`src/rtl/asrm_gpio_port.sv`:
```
// asrm_gpio_port: 16-bit GPIO peripheral on the ASRM shared system bus.
//
// Exposes a synchronised 16-bit input port (read-only) and a 16-bit output
// port (read/write) as word-wide registers. Read data is combinational and
// is forced to zero whenever the block is not selected, so it can be
// OR-combined with the other bus slaves.
//
// Ports:
//   clk       system clock, rising edge
//   reset     asynchronous active-low reset
//   enable    chip select from the bus address decoder
//   addr      word address inside the block's window
//   write_en  CPU write strobe
//   data_in   CPU write data
//   data_out  read data (zero when deselected)
//   gpi       external inputs, asynchronous to clk
//   gpo       registered outputs
module asrm_gpio_port #(
  parameter int unsigned wordsize       = 8,
  parameter int unsigned base_addr_size = 7,
  parameter int unsigned base_addr      = 0
) (
  input  logic                      clk,
  input  logic                      reset,
  input  logic                      enable,
  input  logic [base_addr_size-1:0] addr,
  input  logic                      write_en,
  input  logic [wordsize-1:0]       data_in,
  output logic [wordsize-1:0]       data_out,
  input  logic [15:0]               gpi,
  output logic [15:0]               gpo
);

  // Words per 16-bit port.
  localparam int unsigned NumWords = (wordsize == 8) ? 2 : 1;

  logic [15:0] gpi_meta_q, gpi_sync_q;
  logic [15:0] gpo_q, gpo_d;
  logic [31:0] addr_ext;
  logic [31:0] off;
  logic        sel;
  logic        wr;

  // Decode in 32 bits so the subtraction cannot wrap into the window.
  assign addr_ext = 32'(addr);
  assign off      = addr_ext - 32'(base_addr);
  assign sel      = enable && (addr_ext >= 32'(base_addr)) && (off < 32'(2 * NumWords));
  assign wr       = sel && write_en;

  // Two-flop synchroniser for the asynchronous inputs; runs every cycle.
  always_ff @(posedge clk or negedge reset) begin
    if (!reset) begin
      gpi_meta_q <= '0;
      gpi_sync_q <= '0;
    end else begin
      gpi_meta_q <= gpi;
      gpi_sync_q <= gpi_meta_q;
    end
  end

  always_ff @(posedge clk or negedge reset) begin
    if (!reset) begin
      gpo_q <= '0;
    end else begin
      gpo_q <= gpo_d;
    end
  end

  assign gpo = gpo_q;

  if (wordsize == 8) begin : gen_byte_bus
    // Little-endian byte map: 0/1 gpi low/high, 2/3 gpo low/high.
    always_comb begin
      gpo_d = gpo_q;
      if (wr) begin
        if (off == 32'd2) gpo_d[7:0]  = data_in;
        if (off == 32'd3) gpo_d[15:8] = data_in;
      end
    end

    always_comb begin
      data_out = '0;
      if (sel) begin
        unique case (off[1:0])
          2'd0:    data_out = gpi_sync_q[7:0];
          2'd1:    data_out = gpi_sync_q[15:8];
          2'd2:    data_out = gpo_q[7:0];
          default: data_out = gpo_q[15:8];
        endcase
      end
    end
  end else begin : gen_wide_bus
    // Only the low 16 bits of the bus carry register data.
    logic unused_data_in;
    assign unused_data_in = ^data_in;

    always_comb begin
      gpo_d = gpo_q;
      if (wr && (off == 32'd1)) gpo_d = data_in[15:0];
    end

    always_comb begin
      data_out = '0;
      if (sel) begin
        if (off == 32'd0) data_out[15:0] = gpi_sync_q;
        else              data_out[15:0] = gpo_q;
      end
    end
  end

endmodule

```
`config.mk`:
```
export PLATFORM = sky130hd
export DESIGN_NAME = asrm_gpio_port
export DESIGN_NICKNAME = d
export VERILOG_FILES = /design/src/rtl/asrm_gpio_port.sv
export SDC_FILE = /design/constraint.sdc
export NUM_CORES = 1
export LEC_CHECK = 0
export CAP_MARGIN = 20
export CORE_UTILIZATION = 37
export CTS_CLUSTER_DIAMETER = 150
export CTS_CLUSTER_SIZE = 20
export DETAILED_ROUTE_END_ITERATION = 12
export PLACE_DENSITY = 0.71
export SKIP_LAST_GASP = 1
export SYNTH_ARGS = -nofsm -noshare
export SYNTH_HDL_FRONTEND = slang
export SYNTH_SLANG_ARGS = --single-unit
```
`constraint.sdc`:
```
create_clock -name clk -period 2.15 [get_ports clk]
set_input_delay 0.43 -clock clk [delete_from_list [all_inputs] [get_ports clk]]
set_output_delay 0.43 -clock clk [all_outputs]
set_load 0.01 [all_outputs]
```
## Word-level counts from Yosys, hierarchy flattened

Index checks and enable logic that the tools add are counted.
W data, S select, Z words.

| storage, ports and cells | value |
|---|---|
| bits in registers | 48 |
| input port bits | 35 |
| output and inout bits | 24 |
| word-level logic and storage cells | 18 |

| operators by class | value |
|---|---|
| magnitude comparators | 2 |
| equality and inequality tests | 4 |
| muxes and demuxes | 2 |
| reductions and logical operators | 6 |

Operators with widths:

| operator | number |
|---|---|
| $pmux W8 S3 | 1 |
| $eq A7 B2 Y1 const B | 2 |
| $mux W8 | 1 |
| $ge A7 B1 Y1 const B | 1 |
| $lt A7 B3 Y1 const B | 1 |
| $reduce_and A2 Y1 | 2 |
| $logic_and A1 B1 Y1 | 3 |
| $eq A2 B1 Y1 const B | 1 |
| $eq A2 B2 Y1 const B | 1 |
| $logic_not A2 Y1 | 1 |

## Depth between registers and ports, before layout

| logic depth | value |
|---|---|
| depth in word-level cells | 5 |
| mapped depth | 4 |
| depth with buffers taken out | 3 |

## Worst setup path after synthesis

Ideal clock, no wire load.

| timing path | value |
|---|---|
| path kind | input-to-output |
| start | input port addr[0] |
| end | output port data_out[0] |
| arrival | 1.257 ns |
| data required time | 1.720 ns |
| path slack | 0.463 ns |
| cell stages on the path | 3 |
| buffers on the path | 1 |
| path through | buf_4 -> mux4_2 -> nor2b_1 |

| on the way | value |
|---|---|
| word-level cells in the longest chain between the ends | 4 |
| elaborated cells on any way between the ends | 9 |
| classes of those cells | 2 x order compare; 2 x eq/ne; 2 x mux; 3 x reduce/logical |

Ends and longest elaborated chain:

| element | line | text |
|---|---|---|
| from (decl) | 26 | `input logic [base_addr_size-1:0] addr,` |
| $ge A7 B1 Y1 | 47 | `assign sel = enable && (addr_ext >= 32'(base_addr)) && (off < 32'(2 * NumWords));` |
| $logic_and A1 B1 Y1 (2 in a row) | 47 |  |
| $mux W8 (*) | 83 | `if (sel) begin` |
| to (decl) | 29 | `output logic [wordsize-1:0] data_out,` |

Every way passes the cells marked *; elsewhere a longest branch is shown, timed or not.

## Worst setup path after layout

| timing path | value |
|---|---|
| start | input port addr[0] |
| end | output port data_out[4] |

The elaborated chain is that of the path after synthesis.

==> reports/results.ini <==
[run_status]
status=finished clean

[power_and_ir_drop]
leakagePower_nw=1.16
irDropWorstVdd_mv=0.565
powerDensity_nw_per_um2=784

[finish]
fillerInstances=348
nNetsFinal=204
drive_gt1_frac=0.353
fin_cells=223
final_util=0.586
regArea_um2=1200
multi_input_area_um2=495
area_delta_synth_final_pct=51.0

[sta]
fin_crit_ps=2060
fmax_ghz=0.487
max_slew_margin=0.458
report.final.setup_viol=0
skew_ps=3.88
finalSetupTns_ps=0
rsz0062_at_grt=false
worst_hold_slack_ps=221
period_share=0.956
hold_viol_final=0
tightest_slew_ps=813
slew_violations=0

[die]
coreArea_um2=4410
die_x_um=70.0
start_util=0.388
dieArea_um2=4900
std_cell_rows=24
die_y_um=70.0
pin_count=59

[synth]
yosys_warnings=0
ys_seq_area_frac=0.702
synth_commonest_cells=dfrtp_1, mux2_2, nor2b_1
synthArstFlopShare=1.00
synth_seq_cells=48
postSynthNetCount=126
synth_edf_count=0
synth-main-ff-cell=dfrtp_1
yosys.cell_count.top_type=dfrtp_1
yosys-top-cells-area=dfrtp_1, mux2_2, mux4_2
yosys.area.top_type=dfrtp_1
synth_cell_types=12
syn_inst=91
netlist_area_um2=1710
yosysTopAreaCellShare=0.702
synth.avg_cell_area_um2=18.8

[critical_path]
crit_path_end_kind=primary output
critical_path.max_stage_delay_ps=490
crit_required_ps=1720
rr_endpoint=gpo[7]
worstReg2RegStart=gpo[7]
crit_start=addr[0]
critical_path_class=primary input to primary output
crit_path_top_delay_cell=mux4_2
worst-r2r-setup-slack_ps=1340
cp_data_arrival_time_ps=1630
ff2ff_path_depth=1
setup.worst_path.start_class=primary input
crit_fanout=5
crit_chain=clkdlybuf4s15_2, buf_12, buf_4, mux4_2, nor2b_1, buf_2

[placement]
portBuffers=58
dp_cells=210
place_congestion=0.666
dp_hpwl_mm=2.53

[global_routing]
grt_max_degree=40
grt_pass1_vias=1216
grt_pass1_wl_mm=5.69
grt_usage=0.159
grt_overflow=0
antenna_found_initial=1

[cts]
clk_pin_slew_ps=80
clk_latency_ps=290
clock-sinks=48
cts_made_buffers=5
clockRootBuffer=clkbuf_8
cts_htree_levels=2
cts_tree=built
clock_path_buffers=2

[route]
wl_per_cell_um=15.6
route.detailed.drc=0
antenna_left=0
num_vias=1066
wl_mm=3.47
drt_iter0_markers=35
via_per_inst=4.78
drt_pass1_iterations=2

[job]
drv_cap=0

[hold_path]
hold_path.class=primary input to async pin

cell usage in the layout, fill, tap and decap left out, drive strengths merged, types with 2 or more instances in the layout:
master and n:
clkdlybuf4s50 47, clkbuf 9, nor2 2, mux2 16
bufinv 3, nor2b 9, dfrtp 48, nand3 2
mux4 8, buf 20
kinds of logic (layout without fill, tap and decap cells):
logic type | Yosys count | after routing | synth area share
DFF | 48 | 48 | 0.702
buffers and inverters | 2 | 81 | 0.00877
muxes | 24 | 24 | 0.211
and+or+nand+nor | 17 | 17 | 0.0789
other | 0 | 1 | 0
worst max path at each step:
stage / end / slack (ps) / cells after the start
floorplan: data_out[0] / 460 / 3
global route: data_out[7] / 50 / 6
CTS: data_out[7] / -20 / 6
global placement: data_out[7] / -480 / 5
finish: data_out[4] / 90 / 6
detailed placement: data_out[7] / -510 / 5
critical path, delay by kind of cell:
kind,cells,cell delay (ps)
muxes,1,490
buffers and inverters,4,560
and+or+nand+nor,1,150
timing repair:
item / CTS / global route
buffers inserted: 3 / 0
endpoints found under the setup margin: 8 / 6
hold buffers: 0 / 0
gates resized for setup: 24 / 9
gates cloned: 1 / 0
endpoints found under the hold margin: 0 / 0
metal layers:
| metal | part of all wire | track usage | vias to the layer above |
|---|---|---|---|
| met5 | 0 | 0 | - |
| met4 | 0.016 | 0.0600 | 0 |
| met3 | 0.078 | 0.0620 | 5 |
| met2 | 0.52 | 0.270 | 41 |
| met1 | 0.38 | 0.182 | 538 |
| li1 | - | - | 482 |
final cells by class:
cell class	count	share of cell area
clock inverters	3	0.0348
flip-flops and latches	48	0.465
well taps	52	0.0252
clock buffers	5	0.0266
multi-input cells	41	0.192
diodes	1	0.000968
repair buffers	73	0.256
through the flow:
stage	area, µm²	total power (W)	setup WS, ps
global route	2580	0.00211	51.0
finish	2580	0.00203	94.7
global placement	2430	0.00117	-481
floorplan	1710	0.00104	463
CTS	2610	0.00205	-16.8
detailed placement	2430	0.00118	-513
report_power, final:
part	internal, W	total, W	leakage [nW]	switching (W)
sequential	0.000946	0.000966	0.593	0.0000192
combinational	0.000131	0.000197	0.491	0.0000662
clock	0.000581	0.000865	0.0784	0.000284
registers in the layout, indices dropped and copies added, names as in the netlist:
register    count
gpi_meta_q     16
gpi_sync_q     16
gpo            16
Note: power is estimated with default switching activity, not from simulation.
